==> src/rtl/control_pkg.sv <==
// Shared constants and types for the stepper direction controller.
package control_pkg;

  localparam logic [3:0] PH0 = 4'b0001;
  localparam logic [3:0] PH1 = 4'b0010;
  localparam logic [3:0] PH2 = 4'b0100;
  localparam logic [3:0] PH3 = 4'b1000;

  localparam int SIGN_BIT = 7;
  localparam int MAG_MSB  = 6;

  typedef enum logic {CW = 1'b0, CCW = 1'b1} dir_e;

  // Coil pattern for a phase index.
  function automatic logic [3:0] phase_onehot(input logic [1:0] idx);
    case (idx)
      2'd0:    return PH0;
      2'd1:    return PH1;
      2'd2:    return PH2;
      default: return PH3;
    endcase
  endfunction

endpackage

==> src/rtl/control_stepper_seq.sv <==
// Step sequencer: prescaler, phase index, remaining-step counter and coil decode.
module stepper_seq
  import control_pkg::*;
#(
  parameter int STEP_DIV = 1
) (
  input  logic         gclk_i,
  input  logic         grst_ni,
  input  logic         en_i,
  input  logic         load_i,
  input  logic [MAG_MSB:0] load_mag_i,
  input  dir_e         load_dir_i,
  output logic [3:0]   m_out_o
);

  localparam int PW = (STEP_DIV > 1) ? $clog2(STEP_DIV) : 1;

  logic [PW-1:0]     presc_q, presc_d;
  logic [1:0]        phase_q, phase_d;
  logic [MAG_MSB:0]  rem_q, rem_d;
  dir_e              dir_q, dir_d;
  logic [3:0]        m_out_q, m_out_d;
  logic              stepped;

  // Next-state: a load aborts the current run without stepping; otherwise
  // step when the prescaler wraps. Coils stay lit through the final step.
  always_comb begin
    presc_d = presc_q;
    phase_d = phase_q;
    rem_d   = rem_q;
    dir_d   = dir_q;
    stepped = 1'b0;
    if (load_i) begin
      rem_d   = load_mag_i;
      presc_d = '0;
      dir_d   = load_dir_i;
    end else if (en_i && rem_q != '0) begin
      if (presc_q == PW'(STEP_DIV - 1)) begin
        presc_d = '0;
        phase_d = (dir_q == CW) ? phase_q + 2'd1 : phase_q - 2'd1;
        rem_d   = rem_q - 1'b1;
        stepped = 1'b1;
      end else begin
        presc_d = presc_q + 1'b1;
      end
    end
    m_out_d = (en_i && (rem_d != '0 || stepped)) ? phase_onehot(phase_d) : 4'b0000;
  end

  // State register with synchronous active-low reset.
  always_ff @(posedge gclk_i) begin
    if (!grst_ni) begin
      presc_q <= '0;
      phase_q <= '0;
      rem_q   <= '0;
      dir_q   <= CW;
      m_out_q <= 4'b0000;
    end else begin
      presc_q <= presc_d;
      phase_q <= phase_d;
      rem_q   <= rem_d;
      dir_q   <= dir_d;
      m_out_q <= m_out_d;
    end
  end

  assign m_out_o = m_out_q;

endmodule

==> src/rtl/control.sv <==
// Stepper direction controller top: command change detection/select,
// stepper sequencer, and the QR-triggered uniform ro_motor drive.
module control
  import control_pkg::*;
#(
  parameter int STEP_DIV = 1,
  parameter int RO_DIV   = 4
) (
  input  logic       PWM,
  input  logic       RST,
  input  logic       EN,
  input  logic [7:0] geo_in,
  input  logic [7:0] gps_in,
  input  logic       QR_in,
  output logic [3:0] M_OUT,
  output logic       ro_motor
);

  localparam int RW = (RO_DIV > 1) ? $clog2(RO_DIV) : 1;

  logic [7:0]       geo_q, gps_q;
  logic             new_geo, new_gps, load;
  logic [MAG_MSB:0] load_mag;
  dir_e             load_dir;

  logic             latch_q, latch_d;
  logic [RW-1:0]    ro_cnt_q, ro_cnt_d;
  logic             ro_q, ro_d;

  assign new_geo  = EN && (geo_in != geo_q);
  assign new_gps  = EN && (gps_in != gps_q);
  assign load     = new_geo || new_gps;
  // gps takes priority and always drives clockwise.
  assign load_mag = new_gps ? gps_in[MAG_MSB:0] : geo_in[MAG_MSB:0];
  assign load_dir = new_gps ? CW : (geo_in[SIGN_BIT] ? CCW : CW);

  // Track the last enabled copy of each command input.
  always_ff @(posedge PWM) begin
    if (!RST) begin
      geo_q <= '0;
      gps_q <= '0;
    end else if (EN) begin
      geo_q <= geo_in;
      gps_q <= gps_in;
    end
  end

  stepper_seq #(.STEP_DIV(STEP_DIV)) u_seq (
    .gclk_i     (PWM),
    .grst_ni    (RST),
    .en_i       (EN),
    .load_i     (load),
    .load_mag_i (load_mag),
    .load_dir_i (load_dir),
    .m_out_o    (M_OUT)
  );

  // Sticky QR latch and the RO_DIV half-period square-wave divider.
  always_comb begin
    latch_d  = latch_q | (EN & QR_in);
    ro_cnt_d = '0;
    ro_d     = 1'b0;
    if (latch_q) begin
      if (ro_cnt_q == RW'(RO_DIV - 1)) begin
        ro_cnt_d = '0;
        ro_d     = ~ro_q;
      end else begin
        ro_cnt_d = ro_cnt_q + 1'b1;
        ro_d     = ro_q;
      end
    end
  end

  // QR latch / ro_motor state register.
  always_ff @(posedge PWM) begin
    if (!RST) begin
      latch_q  <= 1'b0;
      ro_cnt_q <= '0;
      ro_q     <= 1'b0;
    end else begin
      latch_q  <= latch_d;
      ro_cnt_q <= ro_cnt_d;
      ro_q     <= ro_d;
    end
  end

  assign ro_motor = ro_q;

endmodule

==> config.mk <==
export PLATFORM = sky130hd
export DESIGN_NAME = control
export DESIGN_NICKNAME = d
export VERILOG_FILES = /design/src/rtl/control_pkg.sv /design/src/rtl/control_stepper_seq.sv /design/src/rtl/control.sv
export SDC_FILE = /design/constraint.sdc
export NUM_CORES = 1
export LEC_CHECK = 0
export ABC_AREA = 1
export BUFFER_PORTS_ARGS = -buffer_cell sky130_fd_sc_hd__buf_2
export CAP_MARGIN = 5
export CORE_ASPECT_RATIO = 1.2
export CORE_UTILIZATION = 61
export DETAILED_ROUTE_END_ITERATION = 6
export PLACE_DENSITY = 0.91
export SLEW_MARGIN = 20
export SYNTH_ARGS = -nofsm -noshare
export SYNTH_HDL_FRONTEND = slang
export SYNTH_SLANG_ARGS = --single-unit
==> constraint.sdc <==
create_clock -name PWM -period 3.85 [get_ports PWM]
set_input_delay 0.1925 -clock PWM [delete_from_list [all_inputs] [get_ports PWM]]
set_output_delay 0.1925 -clock PWM [all_outputs]
set_load 0.01 [all_outputs]
==> results.json <==
{
  "cp_max_fo": 7,
  "setup_viol": 0,
  "slew_headroom_pct": 58.8,
  "antenna_found_initial": 0,
  "grt_pass1_vias": 1447,
  "slew_viol_final": 0,
  "dpl.hpwl_mm": 2.67,
  "ys_warn_count": 0,
  "synthTopCellsByArea": "dfxtp_1 37%, nand2_1 15%, nor2_1 7.6%, o21ai_0 5.8%, xnor2_1 5.8%",
  "postCtsHoldBufs": 0,
  "grt_pass1_wl_mm": 6.01,
  "die_w_um": 51.9,
  "syn_inst": 267,
  "p_switching_w": 0.000224,
  "final_antenna_net_count": 0,
  "clkSinkCount": 34,
  "drt_iter0_drc": 38,
  "dr_total_vias": 1624,
  "hold_start": "QR_in",
  "die-area_sq_um": 3210,
  "cp.required_ps": 4090,
  "clock_power_share_pct": 25.0,
  "critical_path.endpoint_type": "register",
  "post-cts-setup-buffers": 0,
  "avgSynthCellArea_sq_um": 6.83,
  "grt_overflow": 0,
  "synth_fp_nets": 290,
  "seq_power_share_pct": 53.7,
  "final-seq-area_sq_um": 681,
  "htreeDepth": 2,
  "netSwitchingFraction_pct": 31.0,
  "pin_count": 25,
  "finalCriticalPeriod_ps": 1890,
  "nNetsFinal": 314,
  "synthToLayoutAreaGrowth_pct": 8.99,
  "coreArea_sq_um": 2810,
  "status": "finished, final reports clean",
  "p_leak_nw": 1.00,
  "finalSetupTns_ps": 0,
  "r2r-end": "u_seq.m_out_o[1]",
  "reg2regPathDepth": 16,
  "cts_tree": "yes",
  "start_kind": "register",
  "yosysSeqAreaShare_pct": 37.3,
  "synth_cell_types": 21,
  "numPortBuffers": 24,
  "power_density_nw_per_um2": 364,
  "worstSetupPathType": "reg -> reg",
  "max-clock-path-buffers": 2,
  "track_usage_pct": 25.4,
  "power_report.internal_total_w": 0.000499,
  "max_freq_mhz": 528,
  "post_cts_resized": 0,
  "drive_above_1_share_pct": 16.2,
  "dr.pass1.iters": 4,
  "vdd_drop_max_uv": 319,
  "min_path_cells": 3,
  "comb_power_share_pct": 21.3,
  "n_antenna_cell": 0,
  "wl_per_cell_um": 10.9,
  "drv_cap": 0,
  "routed_via_density": 5.00,
  "yosys.area.top_type_share_pct": 37.3,
  "worst-slew-pin-transition_ps": 618,
  "clock_latency_ps": 340,
  "clkTransAtPathRegs_ps": 100,
  "multi_input_area_sq_um": 987,
  "arrival_ps": 2140,
  "min_to": "latch_q",
  "holdWs_ps": 54.4,
  "yosysTopAreaCell": "dfxtp_1",
  "r2r_start": "u_seq.rem_q[0]",
  "die_y_um": 61.9,
  "final_core_util_pct": 70.7,
  "fin_worst_skew_ps": 8.36,
  "routed_wl_mm": 3.55,
  "remaining_drc_errors": 0,
  "cts_buffers": 5,
  "rrSetupSlack_ps": 1960,
  "hold_viol": 0,
  "ys_ff_latch": 34,
  "final.fill_count": 238,
  "min_period_over_period_pct": 49.2,
  "start_util_pct": 64.8,
  "cts_root_buf": "clkbuf_4",
  "hp-class": "in -> reg",
  "rows": 21,
  "grt_max_degree": 36,
  "gp_congestion": 0.830,
  "rsz0062_at_grt": "no",
  "synth.cell_area_sq_um": 1820
}
==> through the flow <==
step | cell area (sq um) | worst slack (ps) | instances | power [W]
3_5_place_dp | 1940 | 1690 | 318 | 0.000549
4_1_cts | 1990 | 1960 | 325 | 0.000724
5_1_grt | 1990 | 1730 | 325 | 0.000764
3_3_place_gp | 1940 | 1770 | 318 | 0.000544
2_1_floorplan | 1820 | 2250 | 267 | 0.000511
6_report | 1990 | 1960 | 325 | 0.000723
==> area by class of cell <==
cell class,count,area share (%)
Sequential cell,34,34.3
Inverter,29,5.48
Multi-Input combinational cell,197,49.7
Clock inverter,2,0.504
Tap cell,34,2.14
Clock buffer,5,1.89
Timing Repair Buffer,24,6.05
==> power by group through the flow <==
stage / logic (W) / clock network [W] / registers [W]
floorplan: 0.000117 / 0 / 0.000394
global placement: 0.000149 / 0 / 0.000395
detailed placement: 0.000152 / 0 / 0.000396
CTS: 0.000154 / 0.000183 / 0.000388
global route: 0.000176 / 0.000197 / 0.000391
finish: 0.000154 / 0.000181 / 0.000388
==> how the worst max path moves through the flow <==
stage	startpoint	endpoint	slack, ps	cells after the start
global placement	EN	u_seq.m_out_o[1]	1770	8
CTS	u_seq.rem_q[0]	u_seq.m_out_o[1]	1960	16
finish	u_seq.rem_q[0]	u_seq.m_out_o[1]	1960	16
global route	u_seq.rem_q[0]	u_seq.m_out_o[1]	1730	16
detailed placement	EN	u_seq.m_out_o[1]	1690	8
floorplan	u_seq.rem_q[0]	u_seq.m_out_o[0]	2250	16
==> cells by family (layout without fill, tap and decap cells) <==
logic type | after synthesis | after routing | synth area share (%)
buffers and inverters | 36 | 60 | 8.51
adders and majority gates | 3 | 3 | 2.06
DFF | 34 | 34 | 37.3
and+or+nand+nor | 141 | 141 | 33.4
xor gates and xnor gates | 17 | 17 | 8.17
AOI/OAI and AO/OA | 36 | 36 | 10.5
==> routing by layer <==
| metal | GRT usage [%] | routed length (um) | vias up |
|---|---|---|---|
| li1 | - | - | 883 |
| met1 | 30.4 | 1640 | 702 |
| met2 | 43.6 | 1710 | 33 |
| met3 | 4.62 | 151 | 6 |
| met4 | 13.1 | 55 | 0 |
| met5 | 0 | 0 | - |
==> cells in the final DEF, fill, tap and decap left out, drive strengths merged <==
| master | n |
|---|---|
| a21oi | 14 |
| buf | 24 |
| clkbuf | 5 |
| clkinv | 2 |
| dfxtp | 34 |
| ha | 3 |
| inv | 29 |
| nand2 | 77 |
| nand3 | 18 |
| nand4 | 3 |
| nor2 | 41 |
| nor3 | 1 |
| nor3b | 1 |
| o21ai | 22 |
| xnor2 | 12 |
| xor2 | 5 |
==> cell usage after synthesis, drive strengths merged <==
cell type and n:
xnor2 12, inv 29, xor2 5, a21oi 14, o21ai 22, ha 3, nor3 1, nand4 3
dfxtp 34, nor3b 1, nand3 18, nor2 41, clkbuf 7, nand2 77
==> critical path: stages (launching register included) <==
cell and delay, ps:
dfxtp_1 350, inv_1 90, ha_1 200, inv_1 50, nor2_1 50, nand2_1 100, nand2_2 120, nor2_2 170
nand3_1 80, nand2_1 70, nand2_1 50, nand2_1 90, nand2_1 60, nor2_1 100, nand2_1 80, nand2_2 90
nor2_1 50
==> sequential cells by signal (all words and copies together), names as in the netlist <==
name	flops
geo_q	8
gps_q	8
u_seq.rem_q	7
u_seq.m_out_o	4
ro_cnt_q	2
u_seq.phase_q	2
latch_q	1
ro_motor	1
u_seq.dir_q	1
No activity file was read; power rests on OpenSTA's default activity.
